**config.mk**
```make
export PLATFORM = sky130hd
export DESIGN_NAME = lifo_stack_ctrl_flat
export DESIGN_NICKNAME = d
export VERILOG_FILES = /design/src/rtl/lifo_stack_if.sv /design/src/rtl/lifo_stack_ctrl.sv /design/src/flat_wrapper.sv
export SDC_FILE = /design/constraint.sdc
export NUM_CORES = 1
export LEC_CHECK = 0
export ABC_AREA = 1
export ABC_CLOCK_PERIOD_IN_PS = 1950
export CORE_MARGIN = 5
export CORE_UTILIZATION = 48
export CTS_BUF_LIST = sky130_fd_sc_hd__clkbuf_8
export DETAILED_ROUTE_END_ITERATION = 10
export HOLD_SLACK_MARGIN = 0.15
export PLACE_DENSITY = 0.84
export SLEW_MARGIN = 10
export SYNTH_ARGS = -nofsm -noshare
export SYNTH_HDL_FRONTEND = slang
export SYNTH_SLANG_ARGS = --single-unit
```
**constraint.sdc**
```tcl
create_clock -name clk -period 1.95 [get_ports clk]
set_input_delay 0.39 -clock clk [delete_from_list [all_inputs] [get_ports clk]]
set_output_delay 0.39 -clock clk [all_outputs]
set_load 0.03 [all_outputs]
```
**src/rtl/lifo_stack_if.sv**
```systemverilog
// lifo_stack_if: handshake and array-command bundle for the LIFO stack controller.
//   master : request side (push/pop/flush/err_clr/din) plus the array's top-entry
//            value (sr_top); it observes every status output.
//   slave  : the controller. It drives the array command (sr_mode/sr_din), the popped
//            data (dout/dout_valid), occupancy (count/empty/full), busy and the
//            sticky error flags.
// Request semantics: push, pop, flush and err_clr are level requests. The controller
// samples them on every rising clk edge, so each one lasts exactly as many cycles as
// it is held. There is no ready/backpressure path. While busy=1 the controller ignores
// requests. dout is qualified by dout_valid, a single-cycle pulse.
interface lifo_stack_if #(
  parameter int WIDTH = 4,
  parameter int CNT_W = 4
);
  logic             push;
  logic             pop;
  logic             flush;
  logic             err_clr;
  logic [WIDTH-1:0] din;
  logic [WIDTH-1:0] sr_top;
  logic [1:0]       sr_mode;
  logic [WIDTH-1:0] sr_din;
  logic [WIDTH-1:0] dout;
  logic             dout_valid;
  logic [CNT_W-1:0] count;
  logic             empty;
  logic             full;
  logic             busy;
  logic             overflow;
  logic             underflow;

  modport master (
    output push, pop, flush, err_clr, din, sr_top,
    input  sr_mode, sr_din, dout, dout_valid, count, empty, full, busy,
           overflow, underflow
  );

  modport slave (
    input  push, pop, flush, err_clr, din, sr_top,
    output sr_mode, sr_din, dout, dout_valid, count, empty, full, busy,
           overflow, underflow
  );
endinterface

```
**src/rtl/lifo_stack_ctrl.sv**
```systemverilog
// lifo_stack_ctrl: sequencer for a DEPTH x WIDTH LIFO built from bidirectional
// shift-register slices.
// Ports:
//   clk       : rising-edge clock
//   rst       : synchronous active-high reset
//   bus       : lifo_stack_if.slave (requests in, array command/status out)
//   state_dbg : current FSM state (0 EMPTY, 1 PARTIAL, 2 FULL, 3 FLUSH)
// Array command encoding on sr_mode:
//   00 hold
//   01 shift-down / push (top <= sr_din)
//   10 shift-up / pop (bottom <= 0)
//   11 load top only
module lifo_stack_ctrl #(
  parameter int WIDTH = 4,
  parameter int DEPTH = 8,
  parameter int CNT_W = 4
) (
  input  logic        clk,
  input  logic        rst,
  lifo_stack_if.slave bus,
  output logic [1:0]  state_dbg
);

  typedef enum logic [1:0] {
    S_EMPTY   = 2'd0,
    S_PARTIAL = 2'd1,
    S_FULL    = 2'd2,
    S_FLUSH   = 2'd3
  } state_t;

  localparam logic [CNT_W-1:0] DEPTH_C = CNT_W'(DEPTH);
  localparam logic [CNT_W-1:0] ONE_C   = CNT_W'(1);

  localparam logic [1:0] M_HOLD = 2'b00;
  localparam logic [1:0] M_PUSH = 2'b01;
  localparam logic [1:0] M_POP  = 2'b10;
  localparam logic [1:0] M_LOAD = 2'b11;

  state_t           state;
  logic [CNT_W-1:0] count_q;
  logic [WIDTH-1:0] dout_q;
  logic             dout_valid_q;
  logic             overflow_q;
  logic             underflow_q;
  logic [1:0]       mode;

  // The array command has to act in the same cycle the request is seen, so it is
  // decoded combinationally. It follows the same priority order as the FSM below.
  always_comb begin
    mode = M_HOLD;
    if (state == S_FLUSH) begin
      mode = M_POP;
    end else if (bus.flush) begin
      mode = M_HOLD;                        // The drain begins on the next cycle.
    end else if (bus.push && bus.pop) begin
      mode = (state == S_EMPTY) ? M_PUSH : M_LOAD;
    end else if (bus.push) begin
      mode = (state == S_FULL) ? M_HOLD : M_PUSH;
    end else if (bus.pop) begin
      mode = (state == S_EMPTY) ? M_HOLD : M_POP;
    end
  end

  always_ff @(posedge clk) begin
    if (rst) begin
      state        <= S_EMPTY;
      count_q      <= '0;
      dout_q       <= '0;
      dout_valid_q <= 1'b0;
      overflow_q   <= 1'b0;
      underflow_q  <= 1'b0;
    end else begin
      dout_valid_q <= 1'b0;
      // The clear is written first, so an error in the same cycle overrides it.
      if (bus.err_clr) begin
        overflow_q  <= 1'b0;
        underflow_q <= 1'b0;
      end
      case (state)
        S_FLUSH: begin
          // One entry leaves per cycle. Reaching zero ends the drain.
          if (count_q <= ONE_C) begin
            count_q <= '0;
            state   <= S_EMPTY;
          end else begin
            count_q <= count_q - ONE_C;
          end
        end
        default: begin
          if (bus.flush) begin
            if (state != S_EMPTY) state <= S_FLUSH;
          end else if (bus.push && bus.pop) begin
            if (state == S_EMPTY) begin
              count_q <= ONE_C;
              state   <= (ONE_C == DEPTH_C) ? S_FULL : S_PARTIAL;
            end else begin
              // The top entry is replaced. The old top is returned.
              dout_q       <= bus.sr_top;
              dout_valid_q <= 1'b1;
            end
          end else if (bus.push) begin
            if (state == S_FULL) begin
              overflow_q <= 1'b1;
            end else begin
              count_q <= count_q + ONE_C;
              state   <= ((count_q + ONE_C) == DEPTH_C) ? S_FULL : S_PARTIAL;
            end
          end else if (bus.pop) begin
            if (state == S_EMPTY) begin
              underflow_q <= 1'b1;
            end else begin
              dout_q       <= bus.sr_top;
              dout_valid_q <= 1'b1;
              count_q      <= count_q - ONE_C;
              state        <= (count_q == ONE_C) ? S_EMPTY : S_PARTIAL;
            end
          end
        end
      endcase
    end
  end

  assign bus.sr_mode    = mode;
  assign bus.sr_din     = bus.din;
  assign bus.dout       = dout_q;
  assign bus.dout_valid = dout_valid_q;
  assign bus.count      = count_q;
  assign bus.empty      = (state == S_EMPTY);
  assign bus.full       = (state == S_FULL);
  assign bus.busy       = (state == S_FLUSH);
  assign bus.overflow   = overflow_q;
  assign bus.underflow  = underflow_q;
  assign state_dbg      = state;

endmodule

```
**src/flat_wrapper.sv**
```systemverilog
// flat-port wrapper written by rule: the top's interface ports become plain ports
module lifo_stack_ctrl_flat 
#(
  parameter int WIDTH = 4,
  parameter int DEPTH = 8,
  parameter int CNT_W = 4
)
  (clk, rst, state_dbg, bus_push, bus_pop, bus_flush, bus_err_clr, bus_din, bus_sr_top, bus_sr_mode, bus_sr_din, bus_dout, bus_dout_valid, bus_count, bus_empty, bus_full, bus_busy, bus_overflow, bus_underflow);
  lifo_stack_if #(.WIDTH(WIDTH), .CNT_W(CNT_W)) bus_i ();
  input  logic clk;
  input  logic rst;
  output logic [1:0] state_dbg;
  input wire logic [$bits(bus_i.push)-1:0] bus_push;
  input wire logic [$bits(bus_i.pop)-1:0] bus_pop;
  input wire logic [$bits(bus_i.flush)-1:0] bus_flush;
  input wire logic [$bits(bus_i.err_clr)-1:0] bus_err_clr;
  input wire logic [$bits(bus_i.din)-1:0] bus_din;
  input wire logic [$bits(bus_i.sr_top)-1:0] bus_sr_top;
  output wire logic [$bits(bus_i.sr_mode)-1:0] bus_sr_mode;
  output wire logic [$bits(bus_i.sr_din)-1:0] bus_sr_din;
  output wire logic [$bits(bus_i.dout)-1:0] bus_dout;
  output wire logic [$bits(bus_i.dout_valid)-1:0] bus_dout_valid;
  output wire logic [$bits(bus_i.count)-1:0] bus_count;
  output wire logic [$bits(bus_i.empty)-1:0] bus_empty;
  output wire logic [$bits(bus_i.full)-1:0] bus_full;
  output wire logic [$bits(bus_i.busy)-1:0] bus_busy;
  output wire logic [$bits(bus_i.overflow)-1:0] bus_overflow;
  output wire logic [$bits(bus_i.underflow)-1:0] bus_underflow;
  assign bus_i.push = bus_push;
  assign bus_i.pop = bus_pop;
  assign bus_i.flush = bus_flush;
  assign bus_i.err_clr = bus_err_clr;
  assign bus_i.din = bus_din;
  assign bus_i.sr_top = bus_sr_top;
  assign bus_sr_mode = bus_i.sr_mode;
  assign bus_sr_din = bus_i.sr_din;
  assign bus_dout = bus_i.dout;
  assign bus_dout_valid = bus_i.dout_valid;
  assign bus_count = bus_i.count;
  assign bus_empty = bus_i.empty;
  assign bus_full = bus_i.full;
  assign bus_busy = bus_i.busy;
  assign bus_overflow = bus_i.overflow;
  assign bus_underflow = bus_i.underflow;
  lifo_stack_ctrl #(.WIDTH(WIDTH), .DEPTH(DEPTH), .CNT_W(CNT_W)) u_core (.clk(clk), .rst(rst), .bus(bus_i), .state_dbg(state_dbg));
endmodule
```
==> results.md <==
* First-pass GRT wire length at ~4.2 mm
* Post-Synthesis Cells at 136
* Slew HR at 0.789
* Yosys warns at 0
* I/O Pins at 36
* Sequential fraction of the synthesis area at 0.284
* Area of the mapped netlist at 917 um^2
* Ant. Diodes at 0
* Leak pwr at 0.594 nW
* Vias in the first global route at 1,003
* # rows at 15
* Post-synth top cells: 31 x nand2_1, 16 x nor2_1, 14 x inv_1
* Yosys cell types at 26
* Post-synth EDFFs at 0
* Initial antenna violation count at 0
* Final hold slack at 0.467 ns
* Initial DRT Pass Iterations at 4
* Max incr delay on CP at 0.35 ns
* Skew-Pair Late Insertion Delay at 0.24 ns
* Nets at ~190
* Pin count of the biggest net entering global routing at 13
* Worst hold path type: reg2reg
* Fin. Hold Viols at 0
* Clk sink count at 13
* Die X at between 50 and 60 um
* Fmax at 523 MHz
* Synth Flop Type: dfxtp_1
* Clk root buf: clkbuf_8
* Clock skew after layout at 0.00533 ns
* DIE AREA at between 0.002 and 0.003 mm^2
* Drt initial violations at 15
* Antenna Nets Post-Route at 0
* Ranking of synthesized cells by area: dfxtp_1 28%, nand2_1 13%, ha_1 9.5%, nor2_1 6.5%, a21oi_1 6.0%
* Worst VDD drop at 0.456 mV
* DR WL/cell at 12.3 um
* Post-synth top area cell: dfxtp_1
* Initial core utilization at 0.520
* WP data required at between 1.5 and 2 ns
* Routed via count at 1,008
* Slew @ Worst Pin at 0.315 ns
* Core area at 0.00176 mm^2
* DRC Markers at 0
* Maximum clock path buffer count at 2
* Critical Path Start Type: flop
* Synth top area share at 0.284
* H-tree Lvls at 1
* Final Critical Period at between 1.5 and 2 ns
* Count of final setup violators at 0
* DR vias/cell at 5.14
* Layout cell share with drive strength beyond 1 at 0.187
* Clock-pin slew on the worst setup and hold paths at 0.06 ns
* Layout area overhead at 44.5%
* Gpl congestion at 0.839
* Power Total at 1.07 mW
* Mapped Nets at 157
* Slowest cell on crit path: dfxtp_2
* Critical path endpoint category: output pin
* Setup WS pre-CTS at between 0.03 and 0.04 ns
* Grt ovf at 0
* Placed wire-length estimate at 1.83 mm
* Async set-or-reset flop fraction in the synthesized netlist at 0
* CTS buffer count at 3
* Setup ws final at 0.0375 ns
* CP Class: reg2out
* Top-count cell post-synth: nand2_1
* TNS Setup at 0 ns
* Final Util at 0.751
* CP arrival at 1.52 ns
* Period utilization at 0.981
* Maxcap violations at 0
* CTS tree: yes
* Post-synthesis register bit count at 13
* Mean Syn Cell Area at 6.74 um^2
* GRT Util Overall at 0.192
* CP max FO at 3
* Final Slew Violations at 0
* Height of the die at 53.7 um
* Buffers on Ports at 27
* Drt total wl at 2.41 mm
* Critical-path cell list: inv_2 > ha_2 > buf_6 > a2111oi_4 > buf_4
* Cell Pwr Density at 808 mW/mm^2
* Status: complete, no violations
[cell usage in the layout, fill, tap and decap left out, types with 4 or more instances in the layout]
cell and instances:
a21oi_1 11, buf_4 12, clkdlybuf4s50_1 23, dfxtp_1 11, ha_1 5, inv_1 14, inv_2 4, nand2_1 31
nand3_1 11, nor2_1 16, o21ai_0 6
[per-stage QoR]
stage                     std cells  area (um^2)
after global routing            196         1330
final                           196         1330
after detailed placement        191         1250
after global placement          191         1250
after CTS                       195         1300
after floorplan                 136          937
[per-layer routing]
layer  part of all wire  vias to the layer above  GRT usage
met5                  0                        -          0
met2               0.48                       30      0.329
met4             0.0066                        0     0.0723
met3              0.052                        4     0.0388
met1               0.47                      464      0.235
li1                   -                      510          -
[worst paths after layout]
kind | start | endpoint | slack, ns | cells after the start
setup / recovery | u_core.state_dbg[0]$_SDFFE_PP0P_ | bus_sr_mode[0] | 0.04 | 5
setup reg to reg | u_core.bus.count[1]$_SDFFE_PP0P_ | u_core.bus.count[2]$_SDFFE_PP0P_ | 0.43 | 7
hold reg to reg | u_core.bus.overflow$_SDFF_PP0_ | u_core.bus.overflow$_SDFF_PP0_ | 0.47 | 2
hold / removal | u_core.bus.overflow$_SDFF_PP0_ | u_core.bus.overflow$_SDFF_PP0_ | 0.47 | 2
[cell type report]
cell class	count	area, um^2
Fill cell	154	439
Inverter	17	63.8
Multi-Input combinational cell	100	582
Clock inverter	1	3.75
Tap cell	25	31.3
Timing Repair Buffer	37	340
Clock buffer	3	41.3
Sequential cell	13	263
[report_power, final]
part	switching, mW	internal, mW
registers	0.0373	0.296
clock network	0.0977	0.139
logic	0.296	0.205
total	0.431	0.640
[cells by family (layout without fill, tap and decap cells)]
family          after synthesis  after routing  synth area share
simple gates                 68             68             0.344
compound gates               23             23             0.139
buf+inv                      23             58             0.119
flops                        13             13             0.284
fa+ha+maj                     7              7            0.0955
xor+xnor                      2              2            0.0191
[sequential cells by signal, indices dropped and copies added, names as in the netlist]
name	cells
u_core.bus.overflow	1
u_core.state_dbg	2
u_core.bus.dout	4
u_core.bus.count	4
u_core.bus.dout_valid	1
u_core.bus.underflow	1
[worst max-delay path: cells and delay by family, from the launching register on]
family          cells  cell delay, ns
fa+ha+maj           1            0.18
compound gates      1            0.35
flops               1            0.35
buf+inv             3            0.40
[timing repair]
action	4_1_cts	5_1_grt
hold endpoints to repair	0	0
gates resized for setup	1	6
endpoints found under the setup margin	1	5
hold buffers	0	0
pin swaps	0	1
buffers inserted	0	1
Note: power is estimated with default switching activity, not from simulation.
